`config.mk`:
```
export PLATFORM = sky130hd
export DESIGN_NAME = eth_axis_fcs_inserter_128b
export DESIGN_NICKNAME = d
export VERILOG_FILES = /design/src/rtl/eth_axis_fcs_inserter_128b.sv
export SDC_FILE = /design/constraint.sdc
export NUM_CORES = 2
export LEC_CHECK = 0
export ABC_AREA = 1
export CAP_MARGIN = 40
export CORE_AREA = 2 2 407 207
export CTS_CLUSTER_SIZE = 40
export DETAILED_ROUTE_END_ITERATION = 6
export DIE_AREA = 0 0 409 209
export GPL_TIMING_DRIVEN = 0
export PLACE_DENSITY = 0.8
export SYNTH_ARGS = -nofsm -noshare
export SYNTH_HDL_FRONTEND = slang
export SYNTH_SLANG_ARGS = --single-unit
```
`constraint.sdc`:
```
create_clock -name clk -period 16.2 [get_ports clk]
set_clock_uncertainty 0.05 [all_clocks]
set_input_delay 1.62 -clock clk [delete_from_list [all_inputs] [get_ports clk]]
set_output_delay 1.62 -clock clk [all_outputs]
set_load 0.01 [all_outputs]
```
`src/rtl/eth_axis_fcs_inserter_128b.sv`:
```
// eth_axis_fcs_inserter_128b
// Transmit-side Ethernet FCS inserter on a 128-bit AXI4-Stream. Frames
// (destination MAC through payload) enter on s_axis. Optionally they are
// zero-padded to MIN_FRAME_LENGTH-4 bytes. The IEEE 802.3 CRC-32 is then
// appended little-endian. The output is a single register stage.
//
// Ports:
//   clk, rst         clock, synchronous active-high reset
//   s_axis_tdata     input data, byte n at [8n+7:8n], byte 0 sent first
//   s_axis_tkeep     byte enables (FFFF except on the last beat)
//   s_axis_tvalid    input valid
//   s_axis_tready    input ready
//   s_axis_tlast     last input beat of the frame
//   m_axis_tdata     output data, same byte order
//   m_axis_tkeep     output byte enables
//   m_axis_tvalid    output valid
//   m_axis_tready    output ready
//   m_axis_tlast     last output beat (carries the final FCS byte)
module eth_axis_fcs_inserter_128b #(
   parameter int ENABLE_PADDING   = 1,
   parameter int MIN_FRAME_LENGTH = 64
) (
   input  logic         clk,
   input  logic         rst,
   input  logic [127:0] s_axis_tdata,
   input  logic [15:0]  s_axis_tkeep,
   input  logic         s_axis_tvalid,
   output logic         s_axis_tready,
   input  logic         s_axis_tlast,
   output logic [127:0] m_axis_tdata,
   output logic [15:0]  m_axis_tkeep,
   output logic         m_axis_tvalid,
   input  logic         m_axis_tready,
   output logic         m_axis_tlast
);

   typedef enum logic [1:0] {PAYLOAD, PAD, FCS_EXTRA} state_t;

   localparam logic [16:0] PAD_LIMIT   = 17'(MIN_FRAME_LENGTH - 4);
   localparam logic [15:0] LAST_WINDOW = 16'(MIN_FRAME_LENGTH - 16);
   localparam logic [31:0] CRC_INIT    = 32'hFFFFFFFF;

   // Reflected CRC-32 over the bytes whose mask bit is set, in byte order.
   function automatic logic [31:0] crc_update(input logic [31:0] crc_in,
                                              input logic [127:0] data,
                                              input logic [15:0] mask);
      logic [31:0] crc;
      crc = crc_in;
      for (int i = 0; i < 16; i++) begin
         if (mask[i]) begin
            crc = crc ^ {24'h0, data[8*i +: 8]};
            for (int b = 0; b < 8; b++)
               crc = crc[0] ? ((crc >> 1) ^ 32'hEDB88320) : (crc >> 1);
         end
      end
      return crc;
   endfunction

   function automatic logic [4:0] popcount16(input logic [15:0] v);
      logic [4:0] c;
      c = '0;
      for (int i = 0; i < 16; i++)
         c = c + 5'(v[i]);
      return c;
   endfunction

   function automatic logic [15:0] sat_add(input logic [15:0] a, input logic [4:0] b);
      logic [16:0] s;
      s = {1'b0, a} + {12'h0, b};
      return s[16] ? 16'hFFFF : s[15:0];
   endfunction

   state_t        state, state_next;
   logic [31:0]   crc_state, crc_state_next;
   logic [15:0]   byte_count, byte_count_next;
   logic [31:0]   fcs_hold, fcs_hold_next;
   logic [15:0]   extra_keep, extra_keep_next;

   logic          out_en, in_fire, load;
   logic [4:0]    keep_count;
   logic [127:0]  data_masked;
   logic [16:0]   frame_len;
   logic          need_pad, in_window;
   logic [127:0]  crc_data;
   logic [15:0]   crc_mask;
   logic [31:0]   crc_calc, fcs;
   logic [127:0]  fcs_placed;
   logic [127:0]  data_next;
   logic [15:0]   keep_next;
   logic          last_next;

   assign out_en        = m_axis_tready || !m_axis_tvalid;
   assign s_axis_tready = !rst && (state == PAYLOAD) && out_en;
   assign in_fire       = s_axis_tvalid && s_axis_tready;
   assign keep_count    = popcount16(s_axis_tkeep);
   assign frame_len     = {1'b0, byte_count} + {12'h0, keep_count};
   assign need_pad      = (ENABLE_PADDING != 0) && (frame_len < PAD_LIMIT);

   // Counts are multiples of 16 until the last beat, so reaching this window
   // means the current beat is the one that must carry the FCS in bytes 12..15.
   assign in_window     = byte_count >= LAST_WINDOW;

   // Disabled byte lanes are forced to zero so padded lanes are real zeros.
   always_comb begin
      data_masked = '0;
      for (int i = 0; i < 16; i++)
         if (s_axis_tkeep[i]) data_masked[8*i +: 8] = s_axis_tdata[8*i +: 8];
   end

   // Choose which bytes feed the single CRC engine this cycle: the input
   // lanes, the input beat zero-extended for padding, or pure zero padding.
   always_comb begin
      crc_data = data_masked;
      crc_mask = s_axis_tkeep;
      if (state == PAD) begin
         crc_data = '0;
         crc_mask = in_window ? 16'h0FFF : 16'hFFFF;
      end else if (s_axis_tlast && need_pad) begin
         crc_mask = in_window ? 16'h0FFF : 16'hFFFF;
      end
   end

   assign crc_calc   = crc_update(crc_state, crc_data, crc_mask);
   assign fcs        = ~crc_calc;
   assign fcs_placed = {96'h0, fcs} << {keep_count, 3'b000};

   // Next-state and next-output-beat logic.
   always_comb begin
      state_next      = state;
      crc_state_next  = crc_state;
      byte_count_next = byte_count;
      fcs_hold_next   = fcs_hold;
      extra_keep_next = extra_keep;
      load            = 1'b0;
      data_next       = '0;
      keep_next       = '0;
      last_next       = 1'b0;
      case (state)
         PAYLOAD: begin
            if (in_fire) begin
               load           = 1'b1;
               data_next      = data_masked;
               keep_next      = 16'hFFFF;
               crc_state_next = crc_calc;
               if (!s_axis_tlast) begin
                  byte_count_next = sat_add(byte_count, keep_count);
               end else if (need_pad && !in_window) begin
                  byte_count_next = sat_add(byte_count, 5'd16);
                  state_next      = PAD;
               end else if (need_pad) begin
                  data_next = data_masked | {fcs, 96'h0};
                  last_next = 1'b1;
               end else if (keep_count <= 5'd12) begin
                  data_next = data_masked | fcs_placed;
                  keep_next = ~(16'hFFFF << (keep_count + 5'd4));
                  last_next = 1'b1;
               end else begin
                  // FCS straddles the beat boundary; keep its tail for one more beat.
                  data_next       = data_masked | fcs_placed;
                  fcs_hold_next   = fcs >> {5'd16 - keep_count, 3'b000};
                  extra_keep_next = ~(16'hFFFF << (keep_count - 5'd12));
                  state_next      = FCS_EXTRA;
               end
            end
         end
         PAD: begin
            if (out_en) begin
               load      = 1'b1;
               keep_next = 16'hFFFF;
               if (in_window) begin
                  data_next  = {fcs, 96'h0};
                  last_next  = 1'b1;
                  state_next = PAYLOAD;
               end else begin
                  crc_state_next  = crc_calc;
                  byte_count_next = sat_add(byte_count, 5'd16);
               end
            end
         end
         FCS_EXTRA: begin
            if (out_en) begin
               load       = 1'b1;
               data_next  = {96'h0, fcs_hold};
               keep_next  = extra_keep;
               last_next  = 1'b1;
               state_next = PAYLOAD;
            end
         end
         default: state_next = PAYLOAD;
      endcase
      if (load && last_next) begin
         crc_state_next  = CRC_INIT;
         byte_count_next = '0;
      end
   end

   // State and output register; the output beat only advances when the
   // downstream has taken the current one (or there is none).
   always_ff @(posedge clk) begin
      if (rst) begin
         state         <= PAYLOAD;
         crc_state     <= CRC_INIT;
         byte_count    <= '0;
         fcs_hold      <= '0;
         extra_keep    <= '0;
         m_axis_tvalid <= 1'b0;
         m_axis_tlast  <= 1'b0;
         m_axis_tkeep  <= '0;
         m_axis_tdata  <= '0;
      end else begin
         state      <= state_next;
         crc_state  <= crc_state_next;
         byte_count <= byte_count_next;
         fcs_hold   <= fcs_hold_next;
         extra_keep <= extra_keep_next;
         if (out_en) begin
            m_axis_tvalid <= load;
            if (load) begin
               m_axis_tdata <= data_next;
               m_axis_tkeep <= keep_next;
               m_axis_tlast <= last_next;
            end
         end
      end
   end

endmodule

```
==> results of run 1 <==
routing by layer:
layer / GRT usage, % / GRT overflow
met5: 80.81 / 14
met1: 92.17 / 116
met4: 84.41 / 163
met2: 97.11 / 242
met3: 87.01 / 91
cells in the mapped netlist (all sizes together), types with 23 or more instances:
cell    count
nand2    4611
nand3    1925
inv       587
nor2      333
o21ai     305
a21oi     266
dfxtp     244
xor2      180
buf       178
clkbuf    170
nand4      52
xnor2      45
o211ai     32
a31oi      23
ha         23
stage by stage:
step | worst slack (ns) | cells | hold slack (ns)
floorplan | 0.03936 | 9136 | 0.3792
global placement | -6.884 | 10530 | 0.3888
detailed placement | -7.063 | 10550 | 0.4050
CTS | -2.323 | 10930 | 0.4175
kinds of logic after synthesis:
family / Yosys count
xor gates and xnor gates: 225
buffers and inverters: 947
and+or+nand+nor: 6981
adders and majority gates: 34
DFF: 244
AOI/OAI and AO/OA: 705
repair_timing:
| action | 4_1_cts |
|---|---|
| hold buffers | 0 |
| endpoints found under the setup margin | 192 |
| pin swaps | 260 |
| resized for setup | 1173 |
| setup buffers | 324 |
| gates cloned | 17 |
==> impl_results.md, run 1 <==
- Post-synthesis compound-gate area fraction: 8.484%
- Site Rows: 75
- Worst-path endpoint category: sequential cell input
- EDFF count, synth: 0
- Post-synth cell types: 71
- Synth Area in XOR/XNOR: 4.525%
- Worst endpoint after global-route timing repair: m_axis_tdata[49]$_SDFFE_PP0P_/D
- Status: stopped before the end
- Global placer's final weighted congestion: 1.295
- Mapped cell area: 46450 um^2
- Stopping stage: 5_1_grt
- Simple-Gate Fraction of Synth Area: 66.58%
- DIE HEIGHT: 209 um
- Post-synthesis mux area share: 0%
- Ys flop type: dfxtp_1
- Syn nets: 9319
- DIE WIDTH: 409 um
- Flops & latches, synth: 244
- H-tree levels: 1
- Root Driver: clkbuf_16
- Synth top area share: 34.74%
- Sequential-to-total area share from yosys stat: 10.51%
- Avg Synthesized Cell Area: 5.085 um^2
- Total gr overflow: 626
- Main combinational cell family by area after synthesis: simple AND/OR/NAND/NOR gates
- # IOs: 296
- Num CTS Buffers: 24
- Tot GR Track Use: 91.11%
- Synthesis warning total: 0
- Largest net degree at the start of global routing: 16
- Asr flop ratio synth: 0%
- Initial Util: 56.32%
- Number of clock sinks: 244
- Adder and majority gate portion of the synthesized area: 1.094%
- Log Error: [ERROR GRT-0232] Routing congestion too high. Check the congestion heatmap in the GUI.
- HPWL after detailed placement: 220700 um
- DP Area: 50790 um^2
- Gate Count Post-Synth: 9136
- CTS max path bufs: 3
- Area leader, netlist: nand2_1
- PortBufs: 280
- Synth area leaders: nand2_1, nand3_1, dfxtp_1
==> run 2, diff against run 1 <==
Settings changed: CORE_AREA 2 2 407 207 to 2 2 344 346, CTS_CLUSTER_SIZE 40 to unset, DIE_AREA 0 0 409 209 to 0 0 346 348, PLACE_DENSITY 0.8 to unset, PLACE_DENSITY_LB_ADDON set to 0.15.
Clock period 16.2 ns to 21.1 ns, I/O delays scaled along.
==> run 2 against run 1 <==
The run now ends clean. Synthesized cell count stayed put. Synthesized area is the same.
==> impl_results.md, run 2 <==
- Final-layout fill cell count: 12970
- Min-delay src: byte_count[2]
- Worst-margin pin slew: 1.090 ns
- Avg Synthesized Cell Area: 5.085 um^2 (unchanged)
- Violation count after the first detailed-route iteration: 9308
- Crit path DAT: 20.76 ns
- Hold Path Stages: 2
- Reg2reg end: m_axis_tdata[99]
- Setup total negative slack: 0 ns
- Setup crit end kind: register
- Final net count: 9798
- Routed wire length: 276500 um
- Flops & latches, synth: 244 (unchanged)
- DIE HEIGHT: 348 um (+67%)
- Worst reg2reg path startpoint: byte_count[0]
- Final Slew Violations: 0
- Synth top area share: 34.74% (unchanged)
- Total gr overflow: 0
- Crit-path max FO: 10
- H-tree levels: 1 (unchanged)
- Most common cell after layout, fill and taps aside: nand2_1
- Antenna viol nets, final: 0
- Global placer's final weighted congestion: 1.064 (-18%)
- Commonest cells after routing, fill and taps aside: nand2_1, nand3_1, inv_1
- Setup WS post-layout: 0.8059 ns
- Initial Util: 39.71% (-17 points)
- Initial antenna violation count: 6
- Worst Hold End: byte_count[2]
- EDFF count, synth: 0 (unchanged)
- Post-synth cell types: 71 (unchanged)
- HPWL after detailed placement: 228800 um (+3.7%)
- DP Worst Slack: -2.394 ns (+4.669 ns)
- PortBufs: 280 (unchanged)
- DRC: 0
- Worst hold slack: 0.4080 ns
- Slew headroom: 27.04%
- Via density: 5.953
- Crit path max-delay cell type: fa_1
- Top-count cell post-synth: nand2_1
- Ys flop type: dfxtp_1
- Largest net degree at the start of global routing: 16
- Vias in the first global route: 57740
- Routing usage on met3: 10.23%
- Crit-path leading delay family: simple AND/OR/NAND/NOR gates
- Post-synthesis mux area share: 0% (unchanged)
- GR peak layer: met2
- Layout area overhead: 21.98%
- Clock-pin slew on the worst setup and hold paths: 0.07 ns
- First-pass DRT Iterations: 7
- M2 GR Usage: 63.79%
- Final period utilization: 96.18%
- Post-synthesis compound-gate area fraction: 8.484% (unchanged)
- Number of clock sinks: 244 (unchanged)
- Global-route wire length before repair: 390100 um
- CTS tree: done
- Adder and majority gate portion of the synthesized area: 1.094% (unchanged)
- Simple-Gate Fraction of Synth Area: 66.58% (unchanged)
- Synth area leaders: nand2_1, nand3_1, dfxtp_1
- Setup CP Type: in -> reg
- DIE WIDTH: 346 um (-15%)
- Biggest regs: m_axis_tdata (128), crc_state (32), fcs_hold (32)
- Die ar.: 120400 um^2
- DP Area: 51380 um^2 (+1.2%)
- M1 GR Usage: 59.42%
- Sequential-to-total area share from yosys stat: 10.51% (unchanged)
- Mapped cell area: 46450 um^2 (unchanged)
- Area leader, netlist: nand2_1
- # IOs: 296 (unchanged)
- Hold_buf cts: 0 (unchanged)
- Main combinational cell family by area after synthesis: simple AND/OR/NAND/NOR gates
- Site Rows: 126 (+68%)
- CP required: 21.57 ns
- CP max stage delay: 0.69 ns
- Final Critical Period: 20.29 ns
- Final hold viol count: 0
- Worst reg2reg setup slack: 5.69 ns
- Max reg flops: 128
- Setup crit start kind: input pin
- Critical Path Most Common Cell: nand2_1
- Worst Reg-to-Reg Cells: 125
- Clock Latency Late Sink: 0.64 ns
- CTS max path bufs: 3 (unchanged)
- Share of layout cells above drive strength 1: 14.99%
- Setup violators final: 0
- Top post-synthesis cells by count: nand2_1, nand3_1, inv_1
- Max-cap violations: 0
- Syn nets: 9319 (unchanged)
- WL/cell: 24.74 um
- Root Driver: clkbuf_16
- Synthesis warning total: 0 (unchanged)
- Core area: 117000 um^2
- Reg with most FFs: m_axis_tdata
- Synth Area in XOR/XNOR: 4.525% (unchanged)
- Asr flop ratio synth: 0% (unchanged)
- Fmax: 49.28 MHz
- HP Class: reg -> reg
- Num CTS Buffers: 29 (+21%)
- Buf+Inv Stages, Crit Path: 17
- Vias: 66530
- Gate Count Post-Synth: 9136 (unchanged)
- Final instance area: 56670 um^2
- Status: complete, no violations
- Tot GR Track Use: 43.14%
[run 2: kinds of logic (layout without fill, tap and decap cells)]
logic type,after synthesis,count (layout)
AO/OA/AOI/OAI,705,705
XOR/XNOR,225,225
adder cells (fa/ha/maj),34,34
buffers and inverters,947,1441
flip-flops,244,244
other,0,2
AND/OR/NAND/NOR,6981,6989
[run 2: timing repair]
action                     in CTS  in global routing
resized for setup              89                670
buffers inserted                8                133
setup endpoints to repair     191                192
cloned                          0                  9
pin swaps                       7                110
[run 2: metal layers]
metal / up-vias / wire [um]
li1: 30610 / -
met1: 30920 / 114300
met2: 4290 / 111400
met3: 706 / 35410
met4: 8 / 15310
met5: - / 98
[run 2: how the worst max path moves through the flow]
| stage | start | end | slack (ns) | depth (start not counted) |
|---|---|---|---|---|
| 6_report | s_axis_tkeep[0] | m_axis_tdata[99] | 0.81 | 139 |
| 5_1_grt | s_axis_tkeep[13] | m_axis_tdata[114] | -0.13 | 142 |
| 4_1_cts | s_axis_tkeep[13] | m_axis_tdata[95] | -0.05 | 134 |
| 3_5_place_dp | s_axis_tkeep[13] | m_axis_tdata[95] | -2.39 | 124 |
| 3_3_place_gp | s_axis_tkeep[13] | m_axis_tdata[95] | -2.64 | 123 |
| 2_1_floorplan | s_axis_tkeep[13] | m_axis_tdata[120] | 4.45 | 127 |
[run 2: final cells by class]
class	instances	area, um^2	share of cell area [%]
multi-input cells	7953	40470	71.42
flip-flops and latches	244	4885	8.620
repair buffers	442	4199	7.410
inverters	598	2277	4.019
plain buffers	347	1943	3.429
well taps	1536	1922	3.391
clock buffers	35	768.2	1.356
clock inverters	19	198.9	0.3511
diodes	2	5.005	0.008832
[run 2: metrics by stage]
stage | instances | utilization, %
finish | 11180 | 48.44
floorplan | 9136 | -
global route | 11170 | 48.44
CTS | 11030 | 45.13
global placement | 10950 | 43.75
detailed placement | 10970 | 43.93
[run 2: worst register-to-register path: cells and delay by family (launching register included)]
kind | cells | cell delay [ns]
simple gates | 112 | 12.36
fa+ha+maj | 2 | 0.76
flops | 1 | 0.32
compound gates | 2 | 0.72
buf+inv | 9 | 1.11
Power of run 2 is not shown: default switching activity piles up to over one toggle a cycle in this logic, so the estimate is an artifact.
